===== src/rtl/temporal_slice_sequencer_pkg.sv =====
// Shared state encoding and width/shift helpers for the temporal slice sequencer.
// All helpers are constant functions so they can size ports and parameters.
package temporal_slice_sequencer_pkg;

    typedef enum logic {
        IDLE = 1'b0,
        RUN  = 1'b1
    } state_e;

    function automatic int min_width(input int aw, input int bw);
        return (aw < bw) ? aw : bw;
    endfunction

    function automatic int shifter_width(input int maxp, input int aw, input int bw);
        return $clog2(2 * maxp - aw - bw + 1) - $clog2(min_width(aw, bw));
    endfunction

    // Number of slices of width sw covering one operand of a maxp-bit product.
    function automatic int max_slices(input int maxp, input int sw);
        return (maxp / 2) / sw;
    endfunction

    function automatic int count_width(input int nmax);
        return $clog2(nmax) + 1;
    endfunction

    // Shift of slice (i, j) in MIN_WIDTH granules.
    function automatic int slice_shift(input int i, input int j, input int aw, input int bw,
                                       input int mw);
        return (i * aw + j * bw) / mw;
    endfunction

endpackage


===== src/rtl/temporal_slice_sequencer_slice_index_counter.sv =====
// Nested slice counter: i (inner) runs 0..na-1, j (outer) runs 0..nb-1.
// Exposes next-state indices so the parent can register slice outputs directly.
module slice_index_counter
    import temporal_slice_sequencer_pkg::*;
#(
    parameter int NAW = count_width(4),
    parameter int NBW = count_width(2)
) (
    input  logic           clk_i,
    input  logic           rst_ni,
    input  logic           load_i,
    input  logic           step_i,
    input  logic [NAW-1:0] na_i,
    input  logic [NBW-1:0] nb_i,
    output logic [NAW-1:0] i_nxt_o,
    output logic [NBW-1:0] j_nxt_o,
    output logic           a_top_nxt_o,
    output logic           b_top_nxt_o,
    output logic           last_o
);

    logic [NAW-1:0] i_q, i_d, na_q, na_d;
    logic [NBW-1:0] j_q, j_d, nb_q, nb_d;

    always_comb begin
        i_d  = i_q;
        j_d  = j_q;
        na_d = na_q;
        nb_d = nb_q;
        if (load_i) begin
            i_d  = '0;
            j_d  = '0;
            na_d = na_i;
            nb_d = nb_i;
        end else if (step_i) begin
            if (i_q == na_q - NAW'(1)) begin
                i_d = '0;
                j_d = (j_q == nb_q - NBW'(1)) ? '0 : j_q + NBW'(1);
            end else begin
                i_d = i_q + NAW'(1);
            end
        end
    end

    assign i_nxt_o     = i_d;
    assign j_nxt_o     = j_d;
    assign a_top_nxt_o = (i_d == na_d - NAW'(1));
    assign b_top_nxt_o = (j_d == nb_d - NBW'(1));
    assign last_o      = (i_q == na_q - NAW'(1)) && (j_q == nb_q - NBW'(1));

    always_ff @(posedge clk_i or negedge rst_ni) begin
        if (!rst_ni) begin
            i_q  <= '0;
            j_q  <= '0;
            na_q <= NAW'(1);
            nb_q <= NBW'(1);
        end else begin
            i_q  <= i_d;
            j_q  <= j_d;
            na_q <= na_d;
            nb_q <= nb_d;
        end
    end

endmodule


===== src/rtl/temporal_slice_sequencer.sv =====
// Splits full-precision operand pairs into A_WIDTH x B_WIDTH slice products for the
// temporal MAC, one slice per cycle, latency 1, with no bubble between back-to-back pairs.
module temporal_slice_sequencer
    import temporal_slice_sequencer_pkg::*;
#(
    parameter int  A_WIDTH       = 2,
    parameter int  B_WIDTH       = 4,
    parameter int  MAX_PRECISION = 16,
    localparam int OP_WIDTH      = MAX_PRECISION / 2,
    localparam int MIN_WIDTH     = min_width(A_WIDTH, B_WIDTH),
    localparam int SHIFTER_WIDTH = shifter_width(MAX_PRECISION, A_WIDTH, B_WIDTH),
    localparam int NA_MAX        = max_slices(MAX_PRECISION, A_WIDTH),
    localparam int NB_MAX        = max_slices(MAX_PRECISION, B_WIDTH),
    localparam int NAW           = count_width(NA_MAX),
    localparam int NBW           = count_width(NB_MAX)
) (
    input  logic                     clk,
    input  logic                     reset,
    input  logic                     in_valid,
    output logic                     in_ready,
    input  logic [OP_WIDTH-1:0]      in_a,
    input  logic [OP_WIDTH-1:0]      in_b,
    input  logic                     in_a_signed,
    input  logic                     in_b_signed,
    input  logic [NAW-1:0]           in_a_nslices,
    input  logic [NBW-1:0]           in_b_nslices,
    input  logic                     in_clear,
    output logic [A_WIDTH-1:0]       a,
    output logic [B_WIDTH-1:0]       b,
    output logic                     a_sign_mode,
    output logic                     b_sign_mode,
    output logic [SHIFTER_WIDTH-1:0] shift,
    output logic                     sel,
    output logic                     slice_valid,
    output logic                     pair_done
);

    state_e state_q, state_d;

    logic [OP_WIDTH-1:0] a_op_q, a_op_d, b_op_q, b_op_d;
    logic                as_q, as_d, bs_q, bs_d, clr_q, clr_d;

    logic [A_WIDTH-1:0]       a_q, a_d;
    logic [B_WIDTH-1:0]       b_q, b_d;
    logic [SHIFTER_WIDTH-1:0] shift_q, shift_d;
    logic                     asm_q, asm_d, bsm_q, bsm_d;
    logic                     sel_q, sel_d, vld_q, vld_d, done_q, done_d, rdy_q, rdy_d;

    logic           accept, step, cnt_last, cur_last;
    logic [NAW-1:0] na_clamp, i_nxt;
    logic [NBW-1:0] nb_clamp, j_nxt;
    logic           a_top_nxt, b_top_nxt;
    logic [OP_WIDTH-1:0] a_sh, b_sh;

    always_comb begin
        na_clamp = in_a_nslices;
        if (in_a_nslices == '0) begin
            na_clamp = NAW'(1);
        end else if (in_a_nslices > NAW'(NA_MAX)) begin
            na_clamp = NAW'(NA_MAX);
        end
        nb_clamp = in_b_nslices;
        if (in_b_nslices == '0) begin
            nb_clamp = NBW'(1);
        end else if (in_b_nslices > NBW'(NB_MAX)) begin
            nb_clamp = NBW'(NB_MAX);
        end
    end

    // in_ready is only high when idle or on the last slice, so an accept never
    // overlaps a mid-pair step.
    assign accept   = in_valid & rdy_q;
    assign cur_last = (state_q == RUN) & cnt_last;
    assign step     = (state_q == RUN) & ~cnt_last & ~accept;

    slice_index_counter #(
        .NAW (NAW),
        .NBW (NBW)
    ) u_slice_index_counter (
        .clk_i       (clk),
        .rst_ni      (reset),
        .load_i      (accept),
        .step_i      (step),
        .na_i        (na_clamp),
        .nb_i        (nb_clamp),
        .i_nxt_o     (i_nxt),
        .j_nxt_o     (j_nxt),
        .a_top_nxt_o (a_top_nxt),
        .b_top_nxt_o (b_top_nxt),
        .last_o      (cnt_last)
    );

    always_comb begin
        state_d = state_q;
        if (accept) begin
            state_d = RUN;
        end else if (cur_last) begin
            state_d = IDLE;
        end

        a_op_d = accept ? in_a        : a_op_q;
        b_op_d = accept ? in_b        : b_op_q;
        as_d   = accept ? in_a_signed : as_q;
        bs_d   = accept ? in_b_signed : bs_q;
        clr_d  = accept ? in_clear    : clr_q;

        a_sh = a_op_d >> (int'(i_nxt) * A_WIDTH);
        b_sh = b_op_d >> (int'(j_nxt) * B_WIDTH);

        // Idle outputs are all zero so the MAC accumulates nothing.
        a_d     = '0;
        b_d     = '0;
        shift_d = '0;
        asm_d   = 1'b0;
        bsm_d   = 1'b0;
        sel_d   = 1'b0;
        vld_d   = 1'b0;
        done_d  = 1'b0;
        if (state_d == RUN) begin
            a_d     = a_sh[A_WIDTH-1:0];
            b_d     = b_sh[B_WIDTH-1:0];
            shift_d = SHIFTER_WIDTH'(slice_shift(int'(i_nxt), int'(j_nxt),
                                                 A_WIDTH, B_WIDTH, MIN_WIDTH));
            asm_d   = as_d & a_top_nxt;
            bsm_d   = bs_d & b_top_nxt;
            sel_d   = clr_d & (i_nxt == '0) & (j_nxt == '0);
            vld_d   = 1'b1;
            done_d  = a_top_nxt & b_top_nxt;
        end
        rdy_d = (state_d == IDLE) | done_d;
    end

    always_ff @(posedge clk or negedge reset) begin
        if (!reset) begin
            state_q <= IDLE;
            a_op_q  <= '0;
            b_op_q  <= '0;
            as_q    <= 1'b0;
            bs_q    <= 1'b0;
            clr_q   <= 1'b0;
            a_q     <= '0;
            b_q     <= '0;
            shift_q <= '0;
            asm_q   <= 1'b0;
            bsm_q   <= 1'b0;
            sel_q   <= 1'b0;
            vld_q   <= 1'b0;
            done_q  <= 1'b0;
            rdy_q   <= 1'b1;
        end else begin
            state_q <= state_d;
            a_op_q  <= a_op_d;
            b_op_q  <= b_op_d;
            as_q    <= as_d;
            bs_q    <= bs_d;
            clr_q   <= clr_d;
            a_q     <= a_d;
            b_q     <= b_d;
            shift_q <= shift_d;
            asm_q   <= asm_d;
            bsm_q   <= bsm_d;
            sel_q   <= sel_d;
            vld_q   <= vld_d;
            done_q  <= done_d;
            rdy_q   <= rdy_d;
        end
    end

    assign in_ready    = rdy_q;
    assign a           = a_q;
    assign b           = b_q;
    assign shift       = shift_q;
    assign a_sign_mode = asm_q;
    assign b_sign_mode = bsm_q;
    assign sel         = sel_q;
    assign slice_valid = vld_q;
    assign pair_done   = done_q;

endmodule


===== config.mk =====
export PLATFORM = sky130hd
export DESIGN_NAME = temporal_slice_sequencer
export DESIGN_NICKNAME = d
export VERILOG_FILES = /design/src/rtl/temporal_slice_sequencer_pkg.sv /design/src/rtl/temporal_slice_sequencer_slice_index_counter.sv /design/src/rtl/temporal_slice_sequencer.sv
export SDC_FILE = /design/constraint.sdc
export NUM_CORES = 1
export LEC_CHECK = 0
export CAP_MARGIN = 10
export CORE_ASPECT_RATIO = 2
export CORE_UTILIZATION = 40
export CTS_CLUSTER_DIAMETER = 50
export DETAILED_ROUTE_END_ITERATION = 16
export SLEW_MARGIN = 0
export SYNTH_ARGS = -nofsm -noshare
export SYNTH_HDL_FRONTEND = slang
export SYNTH_HIERARCHICAL = 1
export SYNTH_SLANG_ARGS = --single-unit

===== constraint.sdc =====
create_clock -name clk -period 6.8 [get_ports clk]
set_clock_uncertainty 0.1 [all_clocks]
set_input_delay 1.02 -clock clk [delete_from_list [all_inputs] [get_ports clk]]
set_output_delay 1.02 -clock clk [all_outputs]
set_load 0.01 [all_outputs]

# Yosys cells after proc, flatten, opt, wreduce, memory -nomap -nowiden
# Index checks and enable logic that the tools add are counted.
[word_totals] reg_bits=46 input_bits=27 out_inout_bits=16 wordCells=82
[op_classes] n_addsub=8 order_cmp=2 n_eq_ne=4 shifts=2 n_mux=28 bitwise=14 reduce_logical=5
[ops] op="$mux 3" count=6
[ops] op="$mux 2" count=8
[ops] op="$mux 8" count=2
[ops] op="$mux 1" count=10
[ops] op="$and 1x1->1" count=9
[ops] op="$mux 4" count=2
[ops] op="$shr 8x4->2" count=1
[ops] op="$shr 8x4->4" count=1
[ops] op="$eq 3x3->1" count=2
[ops] op="$logic_not 3->1" count=2
[ops] op="$sub 3x1->3 const B" count=2
[ops] op="$add 4x4->5" count=1
[ops] op="$add 4x1->4" count=1
[ops] op="$eq 2x2->1" count=2
[ops] op="$logic_not 2->1" count=2
[ops] op="$sub 2x1->2 const B" count=2
[ops] op="$add 3x1->3 const B" count=1
[ops] op="$gt 3x3->1 const B" count=1
[ops] op="$not 1->1" count=3
[ops] op="$add 2x1->2 const B" count=1
[ops] op="$gt 2x2->1 const B" count=1
[ops] op="$and 1x1->1 const A" count=1
[ops] op="$logic_and 1x1->1" count=1
[ops] op="$or 1x1->1" count=1

# Longest topological paths before layout
[logic_depth] ltp_word=12 ltp_mapped=14 mapped_depth_nobuf=14

# Modules after synthesis
# The synthesis kept the hierarchy.
[modules_own_cells] module="temporal_slice_sequencer" instances=1 cells_each=135 area_each_um2=1542.7 seq_area_each_um2=877.1
[modules_own_cells] module="slice_index_counter" instances=1 cells_each=66 area_each_um2=673.1 seq_area_each_um2=252.7

# Least setup slack after synthesis
# Ideal clock, no wire load.
[synth_timing] path_type="input-to-reg" from="input port in_valid" to="register shift_q[2], in the netlist shift[2]" setup_time_ns=0.122 arrival_time_ns=2.887 required_ns=6.578 slack_ns=3.691 stages=10 path_buffers=1 cell_sequence="nand2_4 inv_2 buf_2 nor2_1 nand3_1 a21oi_1 ha_1 inv_1 fa_1 nor2_1"
[synth_between] elab_chain_cells=8 elab_cells_between_ends=11 cone_classes="2 x add/sub; 6 x mux; 3 x bitwise"
[synth_lines] element="from (decl)" line="temporal_slice_sequencer.sv:19" rtl="input logic in_valid,"
[synth_lines] element="$and 1x1->1" line="temporal_slice_sequencer.sv:72" rtl="assign accept = in_valid & rdy_q;"
[synth_lines] element="named net accept" line="temporal_slice_sequencer.sv:49" rtl="logic accept, step, cnt_last, cur_last;"
[synth_lines] element="$not 1->1" line="temporal_slice_sequencer.sv:74" rtl="assign step = (state_q == RUN) & ~cnt_last & ~accept;"
[synth_lines] element="$and 1x1->1" line="temporal_slice_sequencer.sv:74"
[synth_lines] element="named net step" line="temporal_slice_sequencer.sv:49"
[synth_lines] element="$mux 3" line="temporal_slice_sequencer_slice_index_counter.sv:35" rtl="end else if (step_i) begin"
[synth_lines] element="$mux 3" line="temporal_slice_sequencer_slice_index_counter.sv:30" rtl="if (load_i) begin"
[synth_lines] element="named net i_nxt[1]" line="temporal_slice_sequencer.sv:50" rtl="logic [NAW-1:0] na_clamp, i_nxt;"
[synth_lines] element="$add 4x4->5" line="temporal_slice_sequencer_pkg.sv:30" rtl="return (i * aw + j * bw) / mw;"
[synth_lines] element="$add 4x1->4 (no source line)"
[synth_lines] element="$mux 4" line="temporal_slice_sequencer.sv:119" rtl="if (state_d == RUN) begin"
[synth_lines] element="named net shift_d[2]" line="temporal_slice_sequencer.sv:45" rtl="logic [SHIFTER_WIDTH-1:0] shift_q, shift_d;"
[synth_lines] element="to (signal assigned)" line="temporal_slice_sequencer.sv:159" rtl="shift_q <= shift_d;"
[synth_lines] element="to (decl)" line="temporal_slice_sequencer.sv:45"
# The timed path passes the listed nets, and every way through them passes these cells.

# Worst setup path after layout
[layout_timing] from="input port in_valid" to="register shift_q[2], in the netlist shift[2]"
[layout_between] elab_chain_cells=8 elab_cells_between_ends=11 cone_classes="2 x add/sub; 6 x mux; 3 x bitwise"
[layout_lines] element="$and 1x1->1" line="temporal_slice_sequencer.sv:72"
[layout_lines] element="$not 1->1" line="temporal_slice_sequencer.sv:74"
[layout_lines] element="$and 1x1->1" line="temporal_slice_sequencer.sv:74"
[layout_lines] element="named net step" line="temporal_slice_sequencer.sv:49"
[layout_lines] element="$mux 3" line="temporal_slice_sequencer_slice_index_counter.sv:35"
[layout_lines] element="$mux 3" line="temporal_slice_sequencer_slice_index_counter.sv:30"
[layout_lines] element="named net i_nxt[1]" line="temporal_slice_sequencer.sv:50"
[layout_lines] element="$add 4x4->5" line="temporal_slice_sequencer_pkg.sv:30"
[layout_lines] element="$add 4x1->4 (no source line)"
[layout_lines] element="$mux 4" line="temporal_slice_sequencer.sv:119"
[layout_lines] element="named net shift_d[2]" line="temporal_slice_sequencer.sv:45"
# The timed path passes the listed nets, and every way through them passes these cells.

==> results.cfg <==
[timing]
min_period_over_period_pct = 61.8
slew_headroom_pct = 32.3
worst_pin_slew_ps = 1020
layout_min_cycle_time_ps = 4200
fin_tns_setup_ps = 0
finalHoldViolCount = 0
clock.fmax_mhz = 238
rsz0062_at_grt = no
drv_slew = 0
setup_viol = 0

[synth]
synth_area_sq_um = 2220
synth_top_area_share_pct = 47.4
ys_ff_latch = 45
yosysWarningCount = 6
ys_types = 44
async_flop_share_pct = 100
yosysTopAreaCell = dfrtp_1
ys_seq_area_share_pct = 51.0
dominantRegCellSynth = dfrtp_1
synth_cells = 201
avgSynthCellArea_sq_um = 11.0
syn_nets = 233
synth_edf_count = 0
synth.area.top_cells = dfrtp_1 47%, dfstp_2 3.6%, and3_1 3.4%, o21ai_0 3.2%, a21boi_0 2.7%

[critical_path]
rr_startpoint = u_slice_index_counter/na_q[0]
worstPathRequired_ps = 6880
cp_top_family = buffers and inverters
reg2reg_to = shift[2]
critPathBufInv = 4
crit_type = in -> reg
path_cells = clkdlybuf4s50_1, nand2_4, inv_2, nor2_1, clkinv_1, nand2_1, a21oi_1, ha_1, inv_1, fa_1, nor2_1
cp.arrival_ps = 4280
worstPathMaxFanout = 23
cp-start-kind = primary input
ff2ff_path_depth = 13
rrSetupSlack_ps = 3380
crit_start = in_valid
cp_slowest_stage_delay_ps = 930
cpMostUsedCell = nor2_1
worstSetupEndpointType = register
cp_slowest_cell = clkdlybuf4s50_1

[pwr]
power.density_nw_per_um2 = 483
p_total_uw = 1340
total_leakage_power_uw = 0.00128
vdd_drop_max_uv = 288

[grt]
grt.overflow.total = 0
grt_pass1_wl_mm = 7.11
grt_max_degree = 46
grt_antenna_before_repair = 0
first_global_vias = 1482
grt.total_usage_pct = 17.1

[drt]
vias = 1529
drt_wl_total_mm = 4.37
drt_drc_violations_left = 0
viasPerCell = 5.06
dr.pass1.iters = 6
ant_nets = 0
wl_per_cell_microns = 14.5
drtIter0Drc = 38

[finish]
fillers = 501
multi_input_area_sq_um = 981
area_growth_pct = 25.4
nNetsFinal = 273
antenna_cells = 0
drive_gt1_share_pct = 15.3
seqCellArea_sq_um = 1130

[cts]
cts.clk_slew.worst_paths_ps = 80
numCtsBuffers = 5
cts_hold_buffers = 0
cts_num_sinks = 45
htree_levels = 2
cts_tree = done
cts_resized = 0
cts_setup_buffers = 0
clkLatencyLatePin_ps = 290
cts_buffer_depth = 2
root_buffer = clkbuf_8

[run]
maxCapViolations = 0

[floorplan]
start_util_pct = 41.2
fp.dieH_microns = 107
rows = 38
io_pins = 43
core_region_area_sq_um = 5370
die_w_microns = 54.6
dieArea_sq_um = 5860

[min_path]
worstHoldStart = b_op_q[0]
hold_path_depth = 1
holdPathEnd = b_op_q[0]
min_path_type = reg -> reg

[place]
numPortBuffers = 41
gp_congestion = 0.753
detailed_place_hpwl_mm = 3.22

[outcome]
status = completed
cell type report:
class	count	area share, %
clock buffers	7	3.11
clock inverters	1	1.08
inverters	17	2.30
multi-input cells	130	35.3
flip-flops and latches	45	40.7
well taps	60	2.70
repair buffers	42	14.9
where the power goes:
| part | leakage [uW] | switching, uW | internal (uW) |
|---|---|---|---|
| clock network | 0.0000585 | 85.8 | 120 |
| logic | 0.000662 | 342 | 338 |
| registers | 0.000557 | 60.9 | 394 |
| total | 0.00128 | 489 | 852 |
cells in the final DEF, fill, tap and decap left out, types with 2 or more instances in the layout:
cell type        count
inv_1               14
mux2_4               4
nor2_2               2
nand2_1              7
clkdlybuf4s50_1     40
or2_2                8
ha_1                 4
a41oi_1              2
dfstp_2              3
o2111a_1             4
o21ai_0             14
nand3_1              5
a21oi_1              6
nor2_1               8
dfrtp_1             42
clkbuf_8             6
a21boi_0             8
inv_2                2
mux2i_1              4
o211ai_1             6
and2_1               3
xor2_1               4
and3_1              12
xnor2_1              3
mux2_2               4
nor2b_1              6
per-layer routing:
metal / global-route usage [%] / part of all wire (%) / wire length, microns / up-vias
li1: - / - / - / 767
met1: 20.8 / 42 / 1840 / 731
met2: 29.1 / 55 / 2380 / 27
met3: 3.39 / 2.2 / 96 / 4
met4: 4.95 / 1.1 / 48 / 0
met5: 0 / 0 / 0 / -
through the flow:
step | utilization (%) | hold slack, ps | setup slack (ps) | cell area, sq um | instances
2_1_floorplan | - | 354 | 3690 | 2220 | 201
3_3_place_gp | 49.6 | 363 | 2280 | 2660 | 294
3_5_place_dp | 49.6 | 381 | 2230 | 2660 | 294
4_1_cts | 51.7 | 401 | 2550 | 2780 | 302
5_1_grt | 51.7 | 419 | 2270 | 2780 | 302
6_report | 51.7 | 396 | 2600 | 2780 | 302
sequential cells by signal (all words and copies together) (netlist names):
name and cells:
a_op_q 8, shift 4, b 4, a_sign_mode 1
state_q 1, u_slice_index_counter/i_q 3, as_q 1, b_sign_mode 1
bs_q 1, u_slice_index_counter/na_q 3, a 2, b_op_q 8
u_slice_index_counter/j_q 2, pair_done 1, clr_q 1, sel 1
u_slice_index_counter/nb_q 2, in_ready 1
cell usage after synthesis, types with 2 or more instances:
master	n
dfrtp_1	42
inv_1	14
o21ai_0	14
and3_1	12
a21boi_0	8
nor2_1	8
or2_2	8
nand2_1	7
a21oi_1	6
buf_2	6
nor2b_1	6
o211ai_1	6
nand3_1	5
ha_1	4
mux2_2	4
mux2_4	4
mux2i_1	4
o2111a_1	4
xor2_1	4
and2_1	3
dfstp_2	3
xnor2_1	3
a41oi_1	2
clkbuf_1	2
inv_2	2
nor2_2	2
cells by family (layout without fill, tap and decap cells):
family / Yosys count / after routing / synth area share [%]
AO/OA/AOI/OAI: 42 / 42 / 12.7
XOR/XNOR: 9 / 9 / 4.86
adder cells (fa/ha/maj): 5 / 5 / 3.16
buffers and inverters: 26 / 67 / 4.74
flip-flops: 45 / 45 / 51.0
multiplexers: 13 / 13 / 7.06
AND/OR/NAND/NOR: 61 / 61 / 16.5
worst reg2reg max path: cells and delay by family (launching register included):
| family | cells | cell delay (ps) |
|---|---|---|
| AO/OA/AOI/OAI | 1 | 570 |
| XOR/XNOR | 1 | 170 |
| adder cells (fa/ha/maj) | 3 | 1010 |
| AND/OR/NAND/NOR | 6 | 820 |
| flip-flops | 1 | 560 |
| buffers and inverters | 2 | 100 |
how the worst max path moves through the flow:
stage               end  slack (ps)  depth (start not counted)
6_report       shift[2]        2600                         11
3_5_place_dp   shift[2]        2230                         11
2_1_floorplan  shift[2]        3690                         10
4_1_cts        shift[2]        2550                         11
5_1_grt        shift[2]        2270                         11
3_3_place_gp   shift[2]        2280                         11
Note: power is estimated with default switching activity, not from simulation.
